### config.mk
export PLATFORM = sky130hd
export DESIGN_NAME = branch_predictor
export DESIGN_NICKNAME = d
export VERILOG_FILES = /design/src/rtl/bp_pkg.sv /design/src/rtl/bp_sat_cnt.sv /design/src/rtl/branch_predictor.sv
export SDC_FILE = /design/constraint.sdc
export NUM_CORES = 2
export LEC_CHECK = 0
export BUFFER_PORTS_ARGS = -buffer_cell sky130_fd_sc_hd__buf_2
export CAP_MARGIN = 20
export CORE_MARGIN = 5
export CORE_UTILIZATION = 56
export DETAILED_ROUTE_END_ITERATION = 10
export GPL_TIMING_DRIVEN = 0
export PLACE_DENSITY = 0.73
export SLEW_MARGIN = 20
export SYNTH_ARGS = -nofsm -noshare
export SYNTH_HDL_FRONTEND = slang
export SYNTH_SLANG_ARGS = --single-unit
### constraint.sdc
create_clock -name clk -period 39.7 [get_ports clk]
set_input_delay 7.94 -clock clk [delete_from_list [all_inputs] [get_ports clk]]
set_output_delay 7.94 -clock clk [all_outputs]
set_load 0.05 [all_outputs]
### src/rtl/bp_pkg.sv
// Shared types and helpers for the branch predictor.
// Holds the 2-bit counter encoding and its saturating step.
package bp_pkg;

  typedef enum logic [1:0] {
    SNT = 2'b00,
    WNT = 2'b01,
    WT  = 2'b10,
    ST  = 2'b11
  } bht_state_t;

  localparam bht_state_t BHT_INIT = WNT;

  function automatic bht_state_t sat_next(
    input bht_state_t state,
    input logic       taken
  );
    bht_state_t n;
    n = state;
    unique case (state)
      SNT: n = taken ? WNT : SNT;
      WNT: n = taken ? WT  : SNT;
      WT:  n = taken ? ST  : WNT;
      ST:  n = taken ? ST  : WT;
      default: n = BHT_INIT;
    endcase
    return n;
  endfunction

endpackage

### src/rtl/bp_sat_cnt.sv
// One 2-bit saturating history counter.
// Steps toward taken/not-taken when enabled.
module bp_sat_cnt
  import bp_pkg::*;
(
  input  logic       clk,
  input  logic       rst,
  input  logic       en,
  input  logic       taken,
  output bht_state_t state
);

  bht_state_t state_q;
  bht_state_t state_d;

  // next counter value on an enabled update
  always_comb begin
    state_d = state_q;
    if (en) state_d = sat_next(state_q, taken);
  end

  // counter register
  always_ff @(posedge clk or posedge rst) begin
    if (rst) state_q <= BHT_INIT;
    else     state_q <= state_d;
  end

  assign state = state_q;

endmodule

### src/rtl/branch_predictor.sv
// Bimodal branch predictor with direct-mapped BTB.
// One-cycle lookup, EX-side training, perf counters.
module branch_predictor
  import bp_pkg::*;
#(
  parameter int XLEN  = 32,
  parameter int IDX_W = 4,
  parameter int CNT_W = 32
) (
  input  logic             clk,
  input  logic             rst,
  input  logic             pred_req,
  input  logic [XLEN-1:0]  pred_pc,
  input  logic             flush,
  output logic             pred_valid,
  output logic             pred_taken,
  output logic [XLEN-1:0]  pred_target,
  input  logic             upd_valid,
  input  logic [XLEN-1:0]  upd_pc,
  input  logic             upd_taken,
  input  logic [XLEN-1:0]  upd_target,
  input  logic             upd_mispred,
  output logic [CNT_W-1:0] branch_cnt,
  output logic [CNT_W-1:0] mispred_cnt
);

  localparam int N     = 1 << IDX_W;
  localparam int TAG_W = XLEN - IDX_W - 2;

  logic [IDX_W-1:0] look_idx;
  logic [IDX_W-1:0] upd_idx;
  logic [TAG_W-1:0] look_tag;
  logic [TAG_W-1:0] upd_tag;
  logic             unused_pc_lsb;

  assign look_idx = pred_pc[IDX_W+1:2];
  assign upd_idx  = upd_pc[IDX_W+1:2];
  assign look_tag = pred_pc[XLEN-1:IDX_W+2];
  assign upd_tag  = upd_pc[XLEN-1:IDX_W+2];
  assign unused_pc_lsb = ^{pred_pc[1:0], upd_pc[1:0]};

  bht_state_t cnt [N];

  for (genvar i = 0; i < N; i++) begin : g_bht
    bp_sat_cnt u_cnt (
      .clk   (clk),
      .rst   (rst),
      .en    (upd_valid && (upd_idx == IDX_W'(i))),
      .taken (upd_taken),
      .state (cnt[i])
    );
  end

  logic             btb_v_q   [N];
  logic [TAG_W-1:0] btb_tag_q [N];
  logic [XLEN-1:0]  btb_tgt_q [N];
  logic             btb_v_d   [N];
  logic [TAG_W-1:0] btb_tag_d [N];
  logic [XLEN-1:0]  btb_tgt_d [N];

  logic             btb_wr;
  assign btb_wr = upd_valid & upd_taken;

  // BTB write on taken resolutions
  always_comb begin
    for (int i = 0; i < N; i++) begin
      btb_v_d[i]   = btb_v_q[i];
      btb_tag_d[i] = btb_tag_q[i];
      btb_tgt_d[i] = btb_tgt_q[i];
    end
    if (btb_wr) begin
      btb_v_d[upd_idx]   = 1'b1;
      btb_tag_d[upd_idx] = upd_tag;
      btb_tgt_d[upd_idx] = upd_target;
    end
  end

  // BTB storage; only valid bits need reset
  always_ff @(posedge clk or posedge rst) begin
    if (rst) begin
      for (int i = 0; i < N; i++) begin
        btb_v_q[i]   <= 1'b0;
        btb_tag_q[i] <= '0;
        btb_tgt_q[i] <= '0;
      end
    end else begin
      for (int i = 0; i < N; i++) begin
        btb_v_q[i]   <= btb_v_d[i];
        btb_tag_q[i] <= btb_tag_d[i];
        btb_tgt_q[i] <= btb_tgt_d[i];
      end
    end
  end

  logic             same_idx;
  bht_state_t       look_cnt;
  logic             look_v;
  logic [TAG_W-1:0] look_btag;
  logic [XLEN-1:0]  look_tgt;
  logic             look_hit;

  logic             pred_valid_q, pred_valid_d;
  logic             pred_taken_q, pred_taken_d;
  logic [XLEN-1:0]  pred_target_q, pred_target_d;

  // lookup with write-through bypass of a same-index update
  always_comb begin
    same_idx  = upd_valid && (upd_idx == look_idx);
    look_cnt  = cnt[look_idx];
    look_v    = btb_v_q[look_idx];
    look_btag = btb_tag_q[look_idx];
    look_tgt  = btb_tgt_q[look_idx];
    if (same_idx) begin
      look_cnt = sat_next(cnt[look_idx], upd_taken);
      if (upd_taken) begin
        look_v    = 1'b1;
        look_btag = upd_tag;
        look_tgt  = upd_target;
      end
    end
    look_hit      = look_cnt[1] & look_v & (look_btag == look_tag);
    pred_valid_d  = pred_req & ~flush;
    pred_taken_d  = pred_valid_d & look_hit;
    pred_target_d = pred_taken_d ? look_tgt : '0;
  end

  // registered prediction outputs
  always_ff @(posedge clk or posedge rst) begin
    if (rst) begin
      pred_valid_q  <= 1'b0;
      pred_taken_q  <= 1'b0;
      pred_target_q <= '0;
    end else begin
      pred_valid_q  <= pred_valid_d;
      pred_taken_q  <= pred_taken_d;
      pred_target_q <= pred_target_d;
    end
  end

  assign pred_valid  = pred_valid_q;
  assign pred_taken  = pred_taken_q;
  assign pred_target = pred_target_q;

  logic [CNT_W-1:0] branch_cnt_q, branch_cnt_d;
  logic [CNT_W-1:0] mispred_cnt_q, mispred_cnt_d;

  // saturating perf counters
  always_comb begin
    branch_cnt_d  = branch_cnt_q;
    mispred_cnt_d = mispred_cnt_q;
    if (upd_valid && !(&branch_cnt_q))
      branch_cnt_d = branch_cnt_q + CNT_W'(1);
    if (upd_valid && upd_mispred && !(&mispred_cnt_q))
      mispred_cnt_d = mispred_cnt_q + CNT_W'(1);
  end

  // perf counter registers
  always_ff @(posedge clk or posedge rst) begin
    if (rst) begin
      branch_cnt_q  <= '0;
      mispred_cnt_q <= '0;
    end else begin
      branch_cnt_q  <= branch_cnt_d;
      mispred_cnt_q <= mispred_cnt_d;
    end
  end

  assign branch_cnt  = branch_cnt_q;
  assign mispred_cnt = mispred_cnt_q;

endmodule

; Word level (Yosys, flattened, before mapping)
; Cells that the tools add are included.
[classes]
n_mux = 49
add_sub_neg = 2
n_reduce_logical = 43
n_eq_ne = 68
n_lt_le_gt_ge = 3
n_bitwise = 9
[op_table]
columns = cell, n
row1 = $bwmux 512, 1
row2 = $bwmux 416, 1
row3 = $mux 32, 6
row4 = $pmux 2 s4, 17
row5 = $mux 26, 5
row6 = $bmux 32 s4, 1
row7 = $demux 32 s4, 1
row8 = $bmux 26 s4, 1
row9 = $demux 26 s4, 1
row10 = $eq 2x2->1 const B, 34
row11 = $add 32x1->32 const B, 2
row12 = $reduce_and 32->1, 2
row13 = $eq 2x1->1 const B, 17
row14 = $logic_not 2->1, 17
row15 = $eq 4x4->1 const B, 8
row16 = $eq 26x26->1, 1
row17 = $logic_and 1x1->1, 21
row18 = $eq 4x3->1 const B, 4
row19 = $or 16x16->16, 1
row20 = $ge 5x5->1 const B, 2
row21 = $mux 2, 5
row22 = $not 4->5, 2
row23 = $bmux 2 s4, 1
row24 = $eq 4x2->1 const B, 2
row25 = other kinds (10), 21
[totals]
output_inout_bits = 98
ff_bits = 1074
in_bits = 103
wordCells = 243

; Longest topological paths before layout
[logic_depth]
depth_word = 11
mapped_depth = 13
mapped_depth_nobuf = 8

; Modules after synthesis
; From an unflattened synthesis, not the netlist that was laid out.
[hier_totals]
hier_cells = 3208
area_unflattened_um2 = 49393.6
[by_module_without_submodules]
columns = module, seq_area_each_um2, cells_each, area_per_inst_um2, n_inst
row1 = branch_predictor, 26075.0, 3032, 47892.2, 1
row2 = bp_sat_cnt, 51.3, 11, 93.8, 16

; Worst setup path before layout
; OpenSTA, ideal clock, no wires.
[synth_timing]
kind = input to register
startpoint = input port pred_pc[2]
endpoint = register pred_target_q[10] (netlist: pred_target[10])
setup_slack_ps = 29145
setup_ps = 127
arrival_ps = 10429
path_buffers = 6
cell_stages = 10
required_time_ps = 39573
cell_sequence = buf_6 > buf_4 > buf_4 > buf_2 > buf_2 > buf_2 > mux4_2 > mux4_2 > mux2i_1 > nor3_2
[synth_between]
elab_chain_len = 11
elab_cells_between_ends = 32
classes_between = eq/ne (5) / mux (21) / bitwise (4) / reduce/logical (2)
[synth_lines]
columns = element, line
row1 = "start, declared", branch_predictor.sv:13  ; input logic [XLEN-1:0] pred_pc,
row2 = $not 4->5 (implied by the code), -
row3 = $bmux 2 s4, "branch_predictor.sv:109, branch_predictor.sv:114"
row4 = $mux 2 (implied by the code) (2 in series), "branch_predictor.sv:109, branch_predictor.sv:114"
row5 = "$eq 2x2->1, or another cell as far along", bp_pkg.sv:20  ; unique case (state)
row6 = $pmux 2 s4, bp_pkg.sv:20
row7 = $mux 2, branch_predictor.sv:113  ; if (same_idx) begin
row8 = $and 1x1->1 (2 in series), branch_predictor.sv:121  ; look_hit = look_cnt[1] & look_v & (look_btag == look_tag);
row9 = $and 1x1->1, branch_predictor.sv:123  ; pred_taken_d = pred_valid_d & look_hit;
row10 = $mux 32 (*), branch_predictor.sv:124  ; pred_target_d = pred_taken_d ? look_tgt : '0;
row11 = via pred_target_d[10], branch_predictor.sv:104  ; logic [XLEN-1:0] pred_target_q, pred_target_d;
row12 = "end signal, assigned", branch_predictor.sv:136  ; pred_target_q <= pred_target_d;
row13 = "end, declared", branch_predictor.sv:104
; Mark *: on every way through the listed nets, which the timed path passes. The rest lies on a longest branch. The select of a mux whose other input is x is not followed.
; A chain may end at the register's enable or synchronous reset.

; Worst setup path after layout
[layout_timing]
startpoint = input port pred_pc[5]
endpoint = register pred_target_q[25] (netlist: pred_target[25])
; The elaborated chain is that of the path after synthesis.

==> reports/metrics.csv <==
stage;metric;value;unit
synthesis;yosysTopAreaCell;dfrtp_1;
synthesis;synth_commonest_cells;dfrtp_1 (1058), mux2_2 (926), mux4_2 (269);
routing;drtAntennaViolNets;0;
synthesis;synth_edf_count;0;
floorplan;rows;108;
final_layout;areaGrowthSynthToFinish;13.4;%
final_layout;final_area;55700;um^2
cts;hold_buffers;0;
timing;fin_tns_setup;0;ns
hold_path;hold_depth;1;
power_and_ir_drop;power.density;53.8;nW/um^2
power_and_ir_drop;vdd_drop_max;53.4;uV
timing;fin_crit;11.65;ns
worst_setup_path;rrSetupSlack;36.17;ns
routing;detail_route.wl_per_cell;28.2;um
routing;viasPerCell;6.32;
timing;layout_setup_ws;28.05;ns
floorplan;fp.coreArea;86900;um^2
worst_setup_path;end_kind;flip-flop;
worst_setup_path;r2r-end;pred_target[1];
final_layout;fin_cells;4790;
global_route;grt_pass1_vias;32400;
cts;worstSkewPairLatency;0.70;ns
timing;setup_violations;0;
final_layout;fill_cells;6139;
synthesis;yosysWarnings;0;
synthesis;synthTopCellsByArea;dfrtp_1 (54%), mux2_2 (21%), mux4_2 (12%);
floorplan;die_x;306;um
job;cap_violations;0;
routing;vias;30300;
timing;max-slew-margin-rel;19.1;%
placement;dp_hpwl;91200;um
worst_setup_path;path_class;in2reg;
synthesis;syn_area;49200;um^2
placement;dpl_worst_slack;27.53;ns
synthesis;synth_ff_type;dfrtp_1;
routing;drt_wl_total;135000;um
synthesis;synth_area_per_cell;15.2;um^2
timing;drv_slew;0;
cts;cts_buffer_depth;3;
worst_setup_path;arrival;12.23;ns
floorplan;initial_utilization;56.6;%
power_and_ir_drop;total_power;3.00;mW
power_and_ir_drop;p_leak;25.3;nW
cts;cts.sinks;1074;
routing;drt-pass1-iter-count;8;
timing;hold_viol_final;0;
worst_setup_path;rr_startpoint;btb_tag_q[210];
cts;clk_pin_slew;0.06;ns
cts;cts_root_buffer;clkbuf_16;
final_layout;nets;3631;
synthesis;synth_cells;3234;
cts;post-cts-setup-buffers;0;
timing;tightestPinTransition;1.21;ns
hold_path;hp-class;reg2reg;
worst_setup_path;startpoint;pred_pc[5];
cts;cts_buffers;112;
synthesis;ys_types;51;
hold_path;min_from;btb_v_q[13];
run_status;status;completed;
routing;drc;0;
placement;placed_cell_area;51700;um^2
cts;htree_num_levels;3;
hold_path;min_to;btb_v_q[13];
floorplan;die_area;93800;um^2
floorplan;num_io_pins;201;
global_route;antenna_found_initial;15;
synthesis;yosysMostFrequentCell;dfrtp_1;
timing;clock_skew;0.0416;ns
cts;cts_resized;0;
global_route;grt_max_degree;117;
synthesis;yosysTopAreaCellShare;53.9;%
routing;drt-initial-drc-count;2572;
global_route;globalRouteOverflowTotal;0;
worst_setup_path;r2r_cells;8;
global_route;grtUsageTotal;28.9;%
cts;cts_tree;yes;
global_route;grt_pass1_wl;206000;um
synthesis;synth_nets;3339;
placement;dp_cells;4566;
final_layout;drive_above_1_share;46.0;%
timing;rsz0062_at_grt;no;
worst_setup_path;critPathLaunchType;primary input;
timing;clock.fmax;85.8;MHz
synthesis;ys_seq_elements;1074;
placement;globalplace.congestion;0.922;
synthesis;yosysSeqAreaShare;54.7;%
worst_setup_path;crit_fanout;10;
floorplan;die_height;306;um
timing;period_share;29.3;%
worst_setup_path;required;40.28;ns
synthesis;postSynth.asyncResetShare;100;%
placement;portBuffers;165;
[per-stage QoR]
| stage | hold WS [ns] | util [%] |
|---|---|---|
| 2_1_floorplan | 0.429 | - |
| 3_5_place_dp | 0.447 | 59.5 |
| 5_1_grt | 0.483 | 64.1 |
| 3_3_place_gp | 0.446 | 59.2 |
| 6_report | 0.469 | 64.2 |
| 4_1_cts | 0.465 | 64.1 |
[cell type report]
type / count / area [um^2] / share of cell area [%]
multi-input combinational: 1877 / 21100 / 37.8
inverter: 12 / 52.6 / 0.0943
tap: 1155 / 1450 / 2.59
antenna: 12 / 30.0 / 0.0539
clock inverter: 43 / 608 / 1.09
timing repair buffer: 178 / 1130 / 2.04
sequential: 1074 / 26900 / 48.3
buffer: 271 / 1130 / 2.03
clock buffer: 168 / 3360 / 6.02
[worst max-delay path by stage]
stage                                 end  cells past startpoint
after global placement     btb_tgt_q[246]                      2
after floorplan             branch_cnt[0]                      1
after global routing      pred_target[26]                     12
after CTS                 pred_target[17]                     10
final                     pred_target[25]                     12
after detailed placement   pred_target[2]                     10
[cell usage in the layout (no fill, tap or decap), drive strengths merged, types with 13 or more instances in the layout]
master  instances
a21oi          33
buf           352
bufinv         13
clkbuf        265
clkinv         27
dfrtp        1058
dfstp          16
inv            13
mux2          927
mux2i          83
mux4          269
nand2         108
nand2b         29
nand3          34
nand4          26
nor2           59
nor3           44
o21ai          50
xnor2          98
xor2           33
[logic make-up after synthesis]
group,synth area share [%]
flops,54.7
xor+xnor,2.33
mux,35.3
simple gates,3.68
fa+ha+maj,0.0509
buf+inv,2.40
compound gates,1.57
[critical path: stages]
cell	delay, ns
clkbuf_1	0.76
clkbuf_1	0.89
clkbuf_1	0.47
nand2_1	0.09
nand2_1	0.09
xor2_1	0.08
o31ai_1	0.69
and4_1	0.33
o21ai_2	0.17
buf_6	0.23
buf_2	0.23
nor3_2	0.23
[per-layer routing]
metal / share of wire, % / GRT usage [%] / wire length, um / up-vias
li1: - / - / - / 12500
met1: 39 / 38.2 / 52700 / 16100
met2: 47 / 45.9 / 64000 / 1225
met3: 7.8 / 6.94 / 10500 / 399
met4: 5.8 / 13.5 / 7830 / 8
met5: 0.041 / 0 / 56 / -
[report_power, final]
| group | internal [mW] | total [mW] | switching [mW] |
|---|---|---|---|
| sequential | 1.29 | 1.40 | 0.104 |
| combinational | 0.274 | 0.493 | 0.218 |
| clock | 0.669 | 1.11 | 0.443 |
[sequential cells by signal, indices dropped and copies added (netlist names)]
signal / cells
btb_tag_q: 416
g_bht.u_cnt.state: 32
btb_tgt_q: 512
pred_valid: 1
btb_v_q: 16
pred_taken: 1
branch_cnt: 32
pred_target: 32
mispred_cnt: 32
Power figures use the tool's default switching activity.
